[src/rtl/button_debounce_pair.sv]
// Two-channel pushbutton conditioner: synchroniser + debounce FSM per channel, registered rise strobes.
// Optional macro DEBOUNCE_FALL_PULSE_EN adds a_fall/b_fall strobes on 1->0 output changes.

module button_debounce_chan #(
   parameter int SYNC_STAGES  = 2,
   parameter int STABLE_COUNT = 50000,
   parameter int CNT_WIDTH    = 16
) (
   input  logic clk_i,
   input  logic rst_i,
   input  logic raw_i,
   output logic level_o,
   output logic pending_o,
`ifdef DEBOUNCE_FALL_PULSE_EN
   output logic fall_o,
`endif
   output logic rise_o
);
   // state   | meaning
   // STABLE  | synchronised input equals output, counter held at 0
   // PENDING | synchronised input differs, counting towards STABLE_COUNT-1
   typedef enum logic {ST_STABLE, ST_PENDING} state_t;

   localparam logic [CNT_WIDTH-1:0] CNT_LAST = CNT_WIDTH'(STABLE_COUNT - 1);

   if (SYNC_STAGES < 2) begin : g_bad_sync
      $error("button_debounce_chan: SYNC_STAGES must be at least 2");
   end
   if (STABLE_COUNT < 1 || longint'(STABLE_COUNT) >= (longint'(1) << CNT_WIDTH)) begin : g_bad_cnt
      $error("button_debounce_chan: STABLE_COUNT must be in 1 .. 2**CNT_WIDTH-1");
   end

   logic [SYNC_STAGES-1:0] sync_q;
   logic [CNT_WIDTH-1:0]   cnt_q;
   logic                   level_q;
   logic                   rise_q;
   logic                   fall_q;
   logic                   sync_w;
   state_t                 state_w;

   assign sync_w  = sync_q[SYNC_STAGES-1];
   assign state_w = (sync_w != level_q) ? ST_PENDING : ST_STABLE;

   always_ff @(posedge clk_i or posedge rst_i) begin
      if (rst_i) begin
         sync_q  <= '0;
         cnt_q   <= '0;
         level_q <= 1'b0;
         rise_q  <= 1'b0;
         fall_q  <= 1'b0;
      end else begin
         sync_q <= {sync_q[SYNC_STAGES-2:0], raw_i};
         rise_q <= 1'b0;
         fall_q <= 1'b0;
         case (state_w)
            ST_STABLE: cnt_q <= '0;
            ST_PENDING: begin
               if (cnt_q == CNT_LAST) begin
                  level_q <= sync_w;
                  cnt_q   <= '0;
                  rise_q  <= sync_w;
                  fall_q  <= ~sync_w;
               end else begin
                  cnt_q <= cnt_q + CNT_WIDTH'(1);
               end
            end
            default: cnt_q <= '0;
         endcase
      end
   end

   assign level_o   = level_q;
   assign rise_o    = rise_q;
   assign pending_o = (state_w == ST_PENDING);
`ifdef DEBOUNCE_FALL_PULSE_EN
   assign fall_o    = fall_q;
`else
   logic unused_fall_w;
   assign unused_fall_w = fall_q;
`endif
endmodule

module button_debounce_pair #(
   parameter int SYNC_STAGES  = 2,
   parameter int STABLE_COUNT = 50000,
   parameter int CNT_WIDTH    = 16
) (
   input  logic clk,
   input  logic rst,
   input  logic btn_a_raw,
   input  logic btn_b_raw,
   output logic a,
   output logic b,
   output logic a_rise,
   output logic b_rise,
`ifdef DEBOUNCE_FALL_PULSE_EN
   output logic a_fall,
   output logic b_fall,
`endif
   output logic busy
);
   logic pend_a_w;
   logic pend_b_w;
   logic busy_q;

   button_debounce_chan #(
      .SYNC_STAGES (SYNC_STAGES),
      .STABLE_COUNT(STABLE_COUNT),
      .CNT_WIDTH   (CNT_WIDTH)
   ) u_chan_a (
      .clk_i    (clk),
      .rst_i    (rst),
      .raw_i    (btn_a_raw),
      .level_o  (a),
      .pending_o(pend_a_w),
`ifdef DEBOUNCE_FALL_PULSE_EN
      .fall_o   (a_fall),
`endif
      .rise_o   (a_rise)
   );

   button_debounce_chan #(
      .SYNC_STAGES (SYNC_STAGES),
      .STABLE_COUNT(STABLE_COUNT),
      .CNT_WIDTH   (CNT_WIDTH)
   ) u_chan_b (
      .clk_i    (clk),
      .rst_i    (rst),
      .raw_i    (btn_b_raw),
      .level_o  (b),
      .pending_o(pend_b_w),
`ifdef DEBOUNCE_FALL_PULSE_EN
      .fall_o   (b_fall),
`endif
      .rise_o   (b_rise)
   );

   // busy reflects the pending comparison made at the same edge as the channel FSMs
   always_ff @(posedge clk or posedge rst) begin
      if (rst) busy_q <= 1'b0;
      else     busy_q <= pend_a_w | pend_b_w;
   end

   assign busy = busy_q;
endmodule

[config.mk]
export PLATFORM = sky130hd
export DESIGN_NAME = button_debounce_pair
export DESIGN_NICKNAME = d
export VERILOG_FILES = /design/src/rtl/button_debounce_pair.sv
export SDC_FILE = /design/constraint.sdc
export NUM_CORES = 1
export LEC_CHECK = 0
export ABC_AREA = 0
export CAP_MARGIN = 20
export CORE_ASPECT_RATIO = 0.9
export CORE_UTILIZATION = 53
export DETAILED_ROUTE_END_ITERATION = 8
export PLACE_DENSITY = 0.74
export SLEW_MARGIN = 20
export SYNTH_ARGS = -nofsm -noshare
export SYNTH_HDL_FRONTEND = slang
export SYNTH_HIERARCHICAL = 1
export SYNTH_SLANG_ARGS = --single-unit
export TNS_END_PERCENT = 10
[constraint.sdc]
create_clock -name clk -period 1.4 [get_ports clk]
set_input_delay 0.21 -clock clk [delete_from_list [all_inputs] [get_ports clk]]
set_output_delay 0.21 -clock clk [all_outputs]
set_load 0.02 [all_outputs]
Word level (Yosys, flattened, before mapping)
Index checks and enable logic that the tools add are counted.
{ "word_totals": {"out_inout_bits": 5, "word_cells": 30, "reg_bits": 41, "input_bits": 4} }
{ "op_classes": {"n_reduce_logical": 2, "muxes": 10, "n_addsub": 2, "n_bitwise": 3, "n_eq_ne": 4} }
{ "ops": {"columns": ["op", "n"], "rows": [
  ["case mux 16 bit (2 select lines)", 2],
  ["adder 16 x 1 -> 16 bit (second input constant)", 2],
  ["== test 16 bit (second input constant)", 2],
  ["two-way mux 16 bit", 2],
  ["two-way mux 1 bit", 6],
  ["AND reduction 2 bit", 2],
  ["!= test 1 bit", 2],
  ["NOT 1 bit", 2],
  ["OR 1 bit", 1]
]} }

Logic depth before layout (Yosys ltp)
Gate-level depths: netlist of run 1.
{ "logic_depth": {"ltp_word": 4, "depth_mapped": 6, "ltp_nobuf": 5} }

By module
Netlist of run 1, hierarchy kept.
{ "by_module_without_submodules": {"columns": ["module", "area_each_um2", "n_inst", "cells_per_inst", "seq_area_each_um2"], "rows": [
  ["button_debounce_chan", 975.9, 2, 86, 500.5],
  ["button_debounce_pair", 35.0, 1, 3, 25.0]
]} }

Worst setup path after synthesis of run 1
Ideal clock, no wire load.
{ "synth_timing": {"kind": "flip-flop to flip-flop", "start": "reg u_chan_a.cnt_q[0]", "end": "reg u_chan_a.level_q, in the netlist u_chan_a/level_o", "setup_ns": 0.128, "arrival_time_ns": 1.318, "synth_period_minus_slack_ns": 1.446, "n_path_buf": 0, "path_slack_ns": -0.046, "required_ns": 1.272, "stages_incl_launch_ff": 5, "cell_sequence": "dfrtp_1 > ha_1 > nand3_1 > nand4b_4 > mux2_1"} }
{ "synth_via": {"elab_chain_cells": 2} }
{ "synth_lines": {"columns": ["item", "line_no", "source"], "rows": [
  ["start: declaration", "34", "logic [CNT_WIDTH-1:0] cnt_q;"],
  ["start signal: assignment", "64", "cnt_q <= cnt_q + CNT_WIDTH'(1);"],
  ["== test 16 bit", "58", "if (cnt_q == CNT_LAST) begin"],
  ["AND reduction 2 bit (no source line)", null, null],
  ["end signal: assignment", "59", "level_q <= sync_w;"],
  ["end: declaration", "35", "logic level_q;"]
]} }
No other way between the ends.
A chain may end at the register's enable or synchronous reset.

Final worst setup path of run 1
Ends and elaborated chain as after synthesis.

==> key figures, run 1 <==
Run status
  • Run status: complete, but fails checks
  • Failing checks: setup timing

Finish
  • Share of cells above drive strength 1: 0.323
  • Post-Layout Cell Count: 267
  • Nets: 228
  • Area added between synthesis and finish: 32.7%
  • Fin area: 2640 um2
  • FILL cells: 204
  • Antenna cells: 0
  • Commonest non-fill, non-tap cells in the layout: dfrtp_1, nor2_1, buf_4
  • Most common cell after layout, fill and taps aside: dfrtp_1
  • Post-layout util: 0.758

Logic synthesis
  • Top-area cell type share of the netlist area: 0.516
  • Cell Area, Synth: 1990 um2
  • Synthesized Nets: 181
  • Post-synthesis sequential element count: 41
  • YS warnings: 6
  • Largest cells by area after synthesis: dfrtp_1, xnor2_1, nor2_1
  • Cell count after synthesis: 175
  • Post-synthesis sequential area ratio: 0.516
  • Post-synth top area cell: dfrtp_1
  • Synth unique cells: 24
  • Avg Cell Area, Syn: 11.4 um2

Timing
  • Period Utilization, post-route: 1.01
  • F_max: 0.706 GHz
  • Final setup violation count: 4
  • Worst-Margin Slew: 0.509 ns
  • Worst clock skew: 0.0115 ns
  • Pins over their slew limit: 0
  • Final hold violation count: 0
  • Min cycle time layout: 1.42 ns
  • Max_slew headroom: 0.660
  • RSZ-0062 raised after global routing: true
  • Final worst slack: -0.0162 ns

Placed design
  • Pre-CTS WS: -0.0882 ns
  • IO Port Bufs: 8
  • GPL Wtd Cong: 0.847
  • Post-Place Cells: 251
  • DP HPWL: 2700 um
  • Placed cell areas: 2310 um2

CTS
  • H-tree level count: 2
  • Sink Count: 41
  • CTS tree: built
  • Root Buffer: clkbuf_8
  • Reg clk slew, reported paths: 0.08 ns
  • Clk Latency, worst-skew pair: 0.30 ns
  • Num CTS Buffers: 5
  • Clock Path Buffers: 2

Drt
  • DR WL met3: 138 um
  • Met2 wire length: 2200 um
  • Via count: 1446
  • DR WL/cell: 16.0 um
  • Detailed Route WL: 4280 um
  • WL met1: 1870 um
  • Via density per instance: 5.42
  • Starting DRT DRC Count: 99
  • Post-DRT Antenna Nets: 0
  • Highest routing layer actually used: met4
  • First drt pass iteration count: 4
  • DRC violations left: 0

Global route
  • Total grt overflow: 0
  • Initial antenna violation count: 0
  • Global-route wire length before repair: 6580 um
  • Vias in the first global route: 1419
  • Largest net degree at the start of global routing: 21
  • Total global-route track usage: 0.230

Critical path
  • Req. time, crit path: 1.58 ns
  • Worst-path fanout max: 6
  • Worst setup SP type: register
  • Critical path type: reg2reg
  • Critical Path AT: 1.60 ns
  • Endpoint type of the worst setup path: register
  • R2R depth: 4

Die
  • Row count: 20
  • Ports: 9
  • Die width: 66.5 um
  • Core area: 3480 um2
  • Die height: 60.1 um
  • Die area: 4000 um2
  • Initial Utilization: 0.571

Power and ir drop
  • Max IR drop VDD: 0.494 mV
  • PD cells: 819 nW/um2
  • Total power: 2160 uW
  • Leak: 0.00127 uW

Flow run
  • Max-cap violations: 0

Worst hold path
  • Hold Path Class: in2async
[per-stage QoR]
step | TNS (ns) | hold WS, ns
floorplan | 0 | -0.0613
global placement | -0.305 | 0.341
detailed placement | -2.33 | 0.336
CTS | -0.124 | 0.107
global route | -1.65 | 0.114
finish | -0.0386 | 0.104
[Yosys cell counts]
library cell,n
nand3_1,10
nand4_1,2
nor4_4,2
xor2_1,4
nand2_1,6
nor3b_1,2
xnor2_1,26
mux2_1,2
nand2_2,2
nor4_2,4
nor3_1,8
nor4b_2,2
ha_1,2
and4bb_2,2
nand4_2,2
nand4b_4,2
and4bb_1,2
nand4_4,2
nor2_1,38
buf_4,2
dfrtp_1,41
or2_1,1
inv_1,9
and3_1,2
[critical path, stage by stage (launching register included)]
cell and delay (ns):
dfrtp_1 0.43, ha_4 0.18, nand3_4 0.12, nand4b_4 0.25
mux2_4 0.33
[timing repair]
action,CTS,global route
setup endpoints to repair,37,30
pin swaps,2,12
resized for setup,16,15
cloned,1,0
buffers inserted,2,5
hold buffers,0,0
[per-layer routing]
metal / up-vias / global-route usage
met5: - / 0
met4: 0 / 0.125
met3: 8 / 0.0458
met2: 28 / 0.375
met1: 727 / 0.287
li1: 683 / -
[cell type report]
cell class | count | area, um2 | area share
inverter | 9 | 33.8 | 0.0128
multi-input combinational | 124 | 1080 | 0.410
tap | 44 | 55.1 | 0.0209
clock buffer | 6 | 82.6 | 0.0313
clock inverter | 2 | 13.8 | 0.00522
sequential | 41 | 1030 | 0.390
timing repair buffer | 41 | 342 | 0.130
[state kept, by name, indices dropped and copies added (netlist names)]
name and cells:
u_chan_b/level_o 1, u_chan_b/sync_q 2, u_chan_a/sync_q 2, busy 1
u_chan_a/cnt_q 16, u_chan_b/rise_o 1, u_chan_a/rise_o 1, u_chan_b/cnt_q 16
u_chan_a/level_o 1
[path summary, 6_finish.rpt]
path	to	start	slack [ns]
min	busy	rst	0.10
min in group clk	u_chan_b/sync_q[1]	u_chan_b/sync_q[0]	0.35
max	u_chan_a/level_o	u_chan_a/cnt_q[0]	-0.02
max reg2reg	u_chan_a/level_o	u_chan_a/cnt_q[0]	-0.02
min reg2reg	u_chan_b/sync_q[1]	u_chan_b/sync_q[0]	0.35
max in group asynchronous	u_chan_a/cnt_q[5]	rst	0.85
[cell families (layout without fill, tap and decap cells)]
family,after synthesis,count (layout),share of synthesized area
and+or+nand+nor,89,90,0.303
DFF,41,41,0.516
xor gates and xnor gates,30,30,0.132
buffers and inverters,11,58,0.0246
adders and majority gates,2,2,0.0126
muxes,2,2,0.0113
[power by group]
part	total [uW]	leakage (uW)	switching [uW]	internal (uW)
combinational	121	0.000667	67.1	54.1
sequential	1230	0.000552	24.8	1200
clock	810	0.0000512	411	399
total	2160	0.00127	503	1660
(Power assumes the default switching activity.)
==> run 2: changes to the inputs <==
--- a/config.mk
+++ b/config.mk
@@ -8,12 +8,11 @@
 export ABC_AREA = 0
 export CAP_MARGIN = 20
 export CORE_ASPECT_RATIO = 0.9
-export CORE_UTILIZATION = 53
+export CORE_UTILIZATION = 48
 export DETAILED_ROUTE_END_ITERATION = 8
-export PLACE_DENSITY = 0.74
+export PLACE_DENSITY = 0.68
 export SLEW_MARGIN = 20
 export SYNTH_ARGS = -nofsm -noshare
 export SYNTH_HDL_FRONTEND = slang
-export SYNTH_HIERARCHICAL = 1
 export SYNTH_SLANG_ARGS = --single-unit
 export TNS_END_PERCENT = 10
==> run 2 against run 1 <==
The flow still finishes with violations (setup timing); register-to-register slack barely moved; synthesized cell count up 0.57%; combinational power up 12%; sequential share of layout area down 0.96 points; core utilization is 9.2 points lower; hold slack gained 0.17 ns; sequential cell count did not move; critical path depth is 2 higher; synthesized area increased by 2.2%; routed wire length increased by 1.1%; sequential power about the same; highest routed layer unchanged.
==> key figures, run 2 <==
Logic synthesis
  • Cell count after synthesis: 176 (was 175)
  • Top-area cell type share of the netlist area: 0.505 (was 0.516)
  • Post-synth top area cell: dfrtp_1 (unchanged)
  • Synth Area in Compound Gates: 0 (unchanged)
  • Cell Area, Synth: 2030 um2 (was 1990 um2)
  • Xor/xnor share of the synthesized area: 0.129 (was 0.132)
  • Synth unique cells: 29 (was 24)
  • Synthesized Nets: 182 (was 181)
  • Simple-gate share of the synthesized area: 0.312 (was 0.303)
  • Main synth FF type: dfrtp_1 (unchanged)
  • Largest cells by area after synthesis: dfrtp_1, xnor2_1, nor2_1 (unchanged)
  • Main combinational cell family by area after synthesis: simple AND/OR/NAND/NOR gates (unchanged)
  • Post-synthesis mux area share: 0.0111 (was 0.0113)
  • Post-Synth Adder-Cell Area: 0.0123 (was 0.0126)
  • Ys async rst share: 1.00 (unchanged)
  • Post-synthesis sequential area ratio: 0.505 (was 0.516)
  • Avg Cell Area, Syn: 11.5 um2 (was 11.4 um2)
  • Post-synth EDFFs: 0 (unchanged)
  • Post-synth top cells: dfrtp_1, nor2_1, xnor2_1 (unchanged)
  • Count leader, synth: dfrtp_1 (unchanged)
  • Post-synthesis sequential element count: 41 (unchanged)
  • YS warnings: 0 (was 6)

CTS
  • Root Buffer: clkbuf_8 (unchanged)
  • H-tree level count: 2 (unchanged)
  • CTS tree: built (unchanged)
  • Sink Count: 41 (unchanged)
  • Num CTS Buffers: 5 (unchanged)
  • Reg clk slew, reported paths: 0.08 ns (about the same)
  • Clock Path Buffers: 2 (unchanged)
  • Clk Latency, worst-skew pair: 0.30 ns (about the same)

Drt
  • Via density per instance: 5.32 (was 5.42)
  • First drt pass iteration count: 4 (unchanged)
  • DRC violations left: 0 (unchanged)
  • Detailed Route WL: 4330 um (was 4280 um)
  • DR WL/cell: 15.8 um (was 16.0 um)
  • Post-DRT Antenna Nets: 0 (unchanged)
  • Via count: 1457 (was 1446)
  • Starting DRT DRC Count: 68 (was 99)

Run status
  • Run status: complete, but fails checks (unchanged)
  • Failing checks: setup timing (unchanged)

Finish
  • Antenna cells: 0 (unchanged)
  • Share of cells above drive strength 1: 0.381 (was 0.323)
  • FILL cells: 306 (was 204)
  • Regs by FF count: u_chan_a.cnt_q (16), u_chan_b.cnt_q (16) (was u_chan_a/cnt_q (16), u_chan_b/cnt_q (16))
  • Multi-input gate area: 1080 um2 (about the same)
  • Commonest non-fill, non-tap cells in the layout: dfrtp_1, buf_4, nor2_1 (was dfrtp_1, nor2_1, buf_4)
  • Storage cell area: 1030 um2 (about the same)
  • Area added between synthesis and finish: 33.6% (was 32.7%)
  • Nets: 231 (was 228)
  • Most common cell after layout, fill and taps aside: dfrtp_1 (unchanged)

Global route
  • Total global-route track usage: 0.220 (was 0.230)
  • Global-route wire length before repair: 7360 um (was 6580 um)
  • Total grt overflow: 0 (unchanged)
  • Initial antenna violation count: 0 (unchanged)
  • Largest net degree at the start of global routing: 42 (was 21)
  • Vias in the first global route: 1522 (was 1419)

Power and ir drop
  • PD cells: 867 nW/um2 (was 819 nW/um2)
  • Leak: 0.00122 uW (was 0.00127 uW)
  • Combinational power share: 0.058 (was 0.056)
  • Switching part of the total: 0.212 (was 0.233)
  • Sequential Power Share: 0.524 (was 0.569)
  • Sw Pwr: 499 uW (was 503 uW)
  • Max IR drop VDD: 0.855 mV (was 0.494 mV)
  • Pint: 1850 uW (was 1660 uW)
  • Total power: 2350 uW (was 2160 uW)
  • Clock network power share: 0.418 (was 0.375)

Placed design
  • GPL Wtd Cong: 0.846 (was 0.847)
  • DP HPWL: 2870 um (was 2700 um)
  • IO Port Bufs: 8 (unchanged)
  • Pre-CTS WS: -0.105 ns (was -0.0882 ns)

Timing
  • RSZ-0062 raised after global routing: true (unchanged)
  • Min cycle time layout: 1.41 ns (was 1.42 ns)
  • Worst clock skew: 0.00766 ns (was 0.0115 ns)
  • F_max: 0.708 GHz (was 0.706 GHz)
  • Final hold slack: 0.272 ns (was 0.104 ns)
  • Final worst slack: -0.0124 ns (was -0.0162 ns)
  • Final hold violation count: 0 (unchanged)
  • Worst-Margin Slew: 0.413 ns (was 0.509 ns)
  • Period Utilization, post-route: 1.01 (about the same)
  • Pins over their slew limit: 0 (unchanged)
  • Max_slew headroom: 0.724 (was 0.660)
  • Final setup violation count: 2 (was 4)

Critical path
  • Endpoint type of the worst setup path: register (unchanged)
  • Critical Path AT: 1.63 ns (was 1.60 ns)
  • Req. time, crit path: 1.61 ns (was 1.58 ns)
  • Critical path type: reg2reg (unchanged)
  • End of the worst register-to-register path: u_chan_b.cnt_q[3] (was u_chan_a/level_o)
  • R2R depth: 6 (was 4)
  • Flop2flop setup slack: -0.01 ns (was -0.02 ns)
  • Worst setup SP type: register (unchanged)
  • Worst-path fanout max: 15 (was 6)
  • Reg-to-reg startpoint: u_chan_b.cnt_q[0] (was u_chan_a/cnt_q[0])

Die
  • Die area: 4500 um2 (was 4000 um2)
  • Initial Utilization: 0.498 (was 0.571)
  • Die height: 63.7 um (was 60.1 um)
  • Die width: 70.6 um (was 66.5 um)
  • Ports: 9 (unchanged)
  • Row count: 22 (was 20)
  • Core area: 4070 um2 (was 3480 um2)

Flow run
  • Max-cap violations: 0 (unchanged)

Worst hold path
  • Hold Path Class: in2async (unchanged)
-- run 2: cell count changes after synthesis, sizes merged, moves of 2 or more --
cell    delta
xnor2      -4
inv        -3
and3       +2
and4bb     -2
nand2      -2
nand4b     -2
buf        +2
nand4      +6
nor2       -5
xor2       +4
-- run 2: kinds of logic after synthesis --
family | count (synthesis)
simple gates | 91
mux | 2
flops | 41
fa+ha+maj | 2
xor+xnor | 30
buf+inv | 10
-- run 2: final cells by class --
class,instances,share of cell area
inverters,6,0.00830
clock inverters,1,0.0111
flip-flops and latches,41,0.380
repair buffers,46,0.148
multi-input cells,125,0.398
well taps,48,0.0221
clock buffers,7,0.0318
-- run 2: worst max path at each step --
stage / from / to / slack (ns) / cells past startpoint
after floorplan: u_chan_b.cnt_q[0] / u_chan_b.level_o / -0.05 / 4
after global placement: u_chan_b.cnt_q[11] / u_chan_b.rise_o / -0.04 / 5
after detailed placement: u_chan_b.cnt_q[11] / u_chan_b.level_o / -0.10 / 4
after CTS: u_chan_a.cnt_q[1] / u_chan_a.cnt_q[12] / -0.03 / 5
after global routing: u_chan_b.cnt_q[0] / u_chan_b.cnt_q[3] / -0.07 / 6
final: u_chan_b.cnt_q[0] / u_chan_b.cnt_q[3] / -0.01 / 6
-- run 2: stage by stage --
step,instance area (um2),std cells,util,TNS [ns]
2_1_floorplan,2040,176,-,-0.502
3_3_place_gp,2420,262,0.594,-0.103
3_5_place_dp,2420,262,0.594,-2.27
4_1_cts,2580,270,0.634,-0.0732
5_1_grt,2710,274,0.666,-0.610
6_report,2710,274,0.666,-0.0201
-- run 2: critical path, cell delays in order (launching register included) --
cell     delay (ns)
dfrtp_1        0.42
ha_4           0.19
and3_4         0.18
nand4_1        0.15
nand2_2        0.09
buf_12         0.16
nor2_1         0.14
-- run 2: repair_timing --
action / in CTS / in global routing
setup endpoints to repair: 40 / 27
buffers inserted: 1 / 4
endpoints found under the hold margin: 0 / 0
gates resized for setup: 14 / 21
hold buffers: 0 / 0
pin swaps: 4 / 9
-- run 2: power groups by stage --
stage | Clock, uW | Sequential [uW] | Combinational (uW)
floorplan | 0 | 1250 | 59.0
global placement | 0 | 1240 | 112
detailed placement | 0 | 1250 | 119
CTS | 1000 | 1230 | 122
global route | 1040 | 1240 | 150
finish | 983 | 1230 | 136
-- run 2: metal layers --
layer,global-route usage,vias to the layer above,part of all wire
li1,-,709,-
met5,0,-,0
met1,0.283,710,0.47
met4,0.115,0,0.030
met3,0.0512,10,0.029
met2,0.346,28,0.47
==> run 3: changes to the inputs <==
--- a/config.mk
+++ b/config.mk
@@ -10,7 +10,7 @@
 export CORE_ASPECT_RATIO = 0.9
 export CORE_UTILIZATION = 48
 export DETAILED_ROUTE_END_ITERATION = 8
-export PLACE_DENSITY = 0.68
+export PLACE_DENSITY = 0.66
 export SLEW_MARGIN = 20
 export SYNTH_ARGS = -nofsm -noshare
 export SYNTH_HDL_FRONTEND = slang
==> constraint.sdc (replaced) <==
create_clock -name clk -period 1.4 [get_ports clk]
set_input_delay 0.14 -clock clk [delete_from_list [all_inputs] [get_ports clk]]
set_output_delay 0.14 -clock clk [all_outputs]
set_load 0.02 [all_outputs]
==> run 3 against run 2 <==
The run still ends with setup timing left; critical path type unchanged; clock power down 6.1%; final cell count down 0.36%; combinational power is 4% lower.
==> key figures, run 3 (synthesized netlist as in run 2, its figures left out) <==
Run status
  • Run status: complete, but fails checks (unchanged)
  • Failing checks: setup timing (unchanged)

Timing
  • Final setup violation count: 19 (was 2)
  • Final worst slack: -0.0618 ns (was -0.0124 ns)
  • Worst-Margin Slew: 0.371 ns (was 0.413 ns)
  • RSZ-0062 raised after global routing: true (unchanged)
  • Pins over their slew limit: 0 (unchanged)
  • Min cycle time layout: 1.46 ns (was 1.41 ns)
  • Setup TNS: -0.292 ns (was -0.0201 ns)
  • Final hold violation count: 0 (unchanged)
  • Max_slew headroom: 0.752 (was 0.724)
  • Final hold slack: 0.195 ns (was 0.272 ns)
  • Worst clock skew: 0.00643 ns (was 0.00766 ns)
  • F_max: 0.684 GHz (was 0.708 GHz)
  • Period Utilization, post-route: 1.04 (was 1.01)

Power and ir drop
  • Max IR drop VDD: 1.29 mV (was 0.855 mV)
  • Switching part of the total: 0.210 (was 0.212)
  • Clock network power share: 0.405 (was 0.418)
  • Leak: 0.00117 uW (was 0.00122 uW)
  • Sw Pwr: 478 uW (was 499 uW)
  • Pint: 1800 uW (was 1850 uW)
  • Combinational power share: 0.057 (was 0.058)
  • Sequential Power Share: 0.538 (was 0.524)
  • PD cells: 869 nW/um2 (was 867 nW/um2)
  • Total power: 2280 uW (was 2350 uW)

Critical path
  • Cell with the largest stage delay on the worst path: dfrtp_1 (unchanged)
  • R2R depth: 4 (was 6)
  • Worst setup SP type: register (unchanged)
  • Worst-path fanout max: 3 (was 15)
  • Critical path, cell by cell: nor4b_2, buf_4, nand4_1, mux2_1 (was ha_4, and3_4, nand4_1, nand2_2, buf_12, nor2_1)
  • Critical path type: reg2reg (unchanged)
  • Critical Path AT: 1.63 ns (about the same)
  • Reg-to-reg startpoint: u_chan_b.cnt_q[11] (was u_chan_b.cnt_q[0])
  • Endpoint type of the worst setup path: register (unchanged)
  • Req. time, crit path: 1.57 ns (was 1.61 ns)
  • End of the worst register-to-register path: u_chan_b.level_o (was u_chan_b.cnt_q[3])
  • CP peak stage delay: 0.40 ns (was 0.42 ns)
  • Flop2flop setup slack: -0.06 ns (was -0.01 ns)

Finish
  • Share of cells above drive strength 1: 0.351 (was 0.381)
  • Fin area: 2620 um2 (was 2710 um2)
  • FILL cells: 326 (was 306)
  • Multi-input gate area: 1030 um2 (was 1080 um2)
  • Regs by FF count: u_chan_a.cnt_q (16), u_chan_b.cnt_q (16) (unchanged)
  • Antenna cells: 0 (unchanged)
  • Most common cell after layout, fill and taps aside: dfrtp_1 (unchanged)
  • Nets: 230 (was 231)
  • Commonest non-fill, non-tap cells in the layout: dfrtp_1, buf_4, nor2_1 (unchanged)
  • Storage cell area: 1030 um2 (about the same)
  • Area added between synthesis and finish: 29.1% (was 33.6%)

CTS
  • Num CTS Buffers: 5 (unchanged)
  • CTS tree: built (unchanged)
  • Reg clk slew, reported paths: 0.08 ns (about the same)
  • H-tree level count: 2 (unchanged)
  • Sink Count: 41 (unchanged)
  • Clk Latency, worst-skew pair: 0.28 ns (was 0.30 ns)
  • Clock Path Buffers: 2 (unchanged)
  • Root Buffer: clkbuf_8 (unchanged)

Drt
  • DR WL/cell: 14.2 um (was 15.8 um)
  • Post-DRT Antenna Nets: 0 (unchanged)
  • Starting DRT DRC Count: 109 (was 68)
  • DRC violations left: 0 (unchanged)
  • Detailed Route WL: 3860 um (was 4330 um)
  • Via density per instance: 5.30 (was 5.32)
  • First drt pass iteration count: 6 (was 4)
  • Via count: 1446 (was 1457)

Die
  • Die height: 63.7 um (unchanged)
  • Ports: 9 (unchanged)
  • Die area: 4500 um2 (unchanged)
  • Row count: 22 (unchanged)
  • Initial Utilization: 0.498 (unchanged)
  • Core area: 4070 um2 (unchanged)
  • Die width: 70.6 um (unchanged)

Placed design
  • IO Port Bufs: 8 (unchanged)
  • GPL Wtd Cong: 0.884 (was 0.846)
  • DP HPWL: 2830 um (was 2870 um)
  • Placed cell areas: 2410 um2 (was 2420 um2)
  • Pre-CTS WS: -0.107 ns (was -0.105 ns)

Worst hold path
  • Hold Path Class: in2async (unchanged)

Flow run
  • Max-cap violations: 0 (unchanged)

Global route
  • Vias in the first global route: 1494 (was 1522)
  • Total grt overflow: 0 (unchanged)
  • Total global-route track usage: 0.200 (was 0.220)
  • Largest net degree at the start of global routing: 22 (was 42)
  • Global-route wire length before repair: 6890 um (was 7360 um)
  • Initial antenna violation count: 0 (unchanged)
## run 3: how the worst max path moves through the flow
stage | cells past startpoint | startpoint | to | slack, ns
6_report | 4 | u_chan_b.cnt_q[11] | u_chan_b.level_o | -0.06
5_1_grt | 4 | u_chan_b.cnt_q[11] | u_chan_b.level_o | -0.13
4_1_cts | 4 | u_chan_b.cnt_q[11] | u_chan_b.level_o | -0.05
3_5_place_dp | 4 | u_chan_b.cnt_q[11] | u_chan_b.level_o | -0.11
3_3_place_gp | 4 | u_chan_b.cnt_q[11] | u_chan_b.level_o | -0.08
2_1_floorplan | 4 | u_chan_b.cnt_q[0] | u_chan_b.level_o | -0.05
## run 3: power by group through the flow
stage	Sequential (uW)	Clock, uW	Combinational (uW)
after global routing	1230	999	148
after detailed placement	1240	0	122
final	1220	923	130
after global placement	1240	0	117
after floorplan	1250	0	59.0
after CTS	1220	948	131
## run 3: per-stage QoR
stage / util / instances
final: 0.643 / 273
after global routing: 0.643 / 273
after CTS: 0.631 / 272
after detailed placement: 0.593 / 263
after global placement: 0.593 / 263
after floorplan: - / 176
## run 3: area by class of cell
| cell class | count | area share |
|---|---|---|
| Sequential cell | 41 | 0.391 |
| Clock inverter | 2 | 0.0148 |
| Clock buffer | 6 | 0.0277 |
| Multi-Input combinational cell | 125 | 0.394 |
| Inverter | 6 | 0.00859 |
| Timing Repair Buffer | 45 | 0.140 |
| Tap cell | 48 | 0.0229 |
## run 3: worst max-delay path, delay by kind of cell (launching register included)
kind          cells  cell delay (ns)
buf+inv           1             0.14
flops             1             0.40
mux               1             0.37
simple gates      2             0.44
## run 3: what timing repair did
| action | 4_1_cts | 5_1_grt |
|---|---|---|
| setup buffers | 1 | 1 |
| pin swaps | 5 | 1 |
| hold endpoints to repair | 0 | 0 |
| resized for setup | 8 | 8 |
| setup endpoints to repair | 36 | 35 |
| hold buffers | 0 | 0 |
| gates cloned | 0 | 0 |
## run 3: layer usage
| metal | track usage | up-vias | share of wire |
|---|---|---|---|
| met5 | 0 | - | 0 |
| met4 | 0.0450 | 0 | 0.0096 |
| met3 | 0.0592 | 6 | 0.036 |
| met2 | 0.303 | 29 | 0.46 |
| met1 | 0.284 | 705 | 0.49 |
| li1 | - | 706 | - |
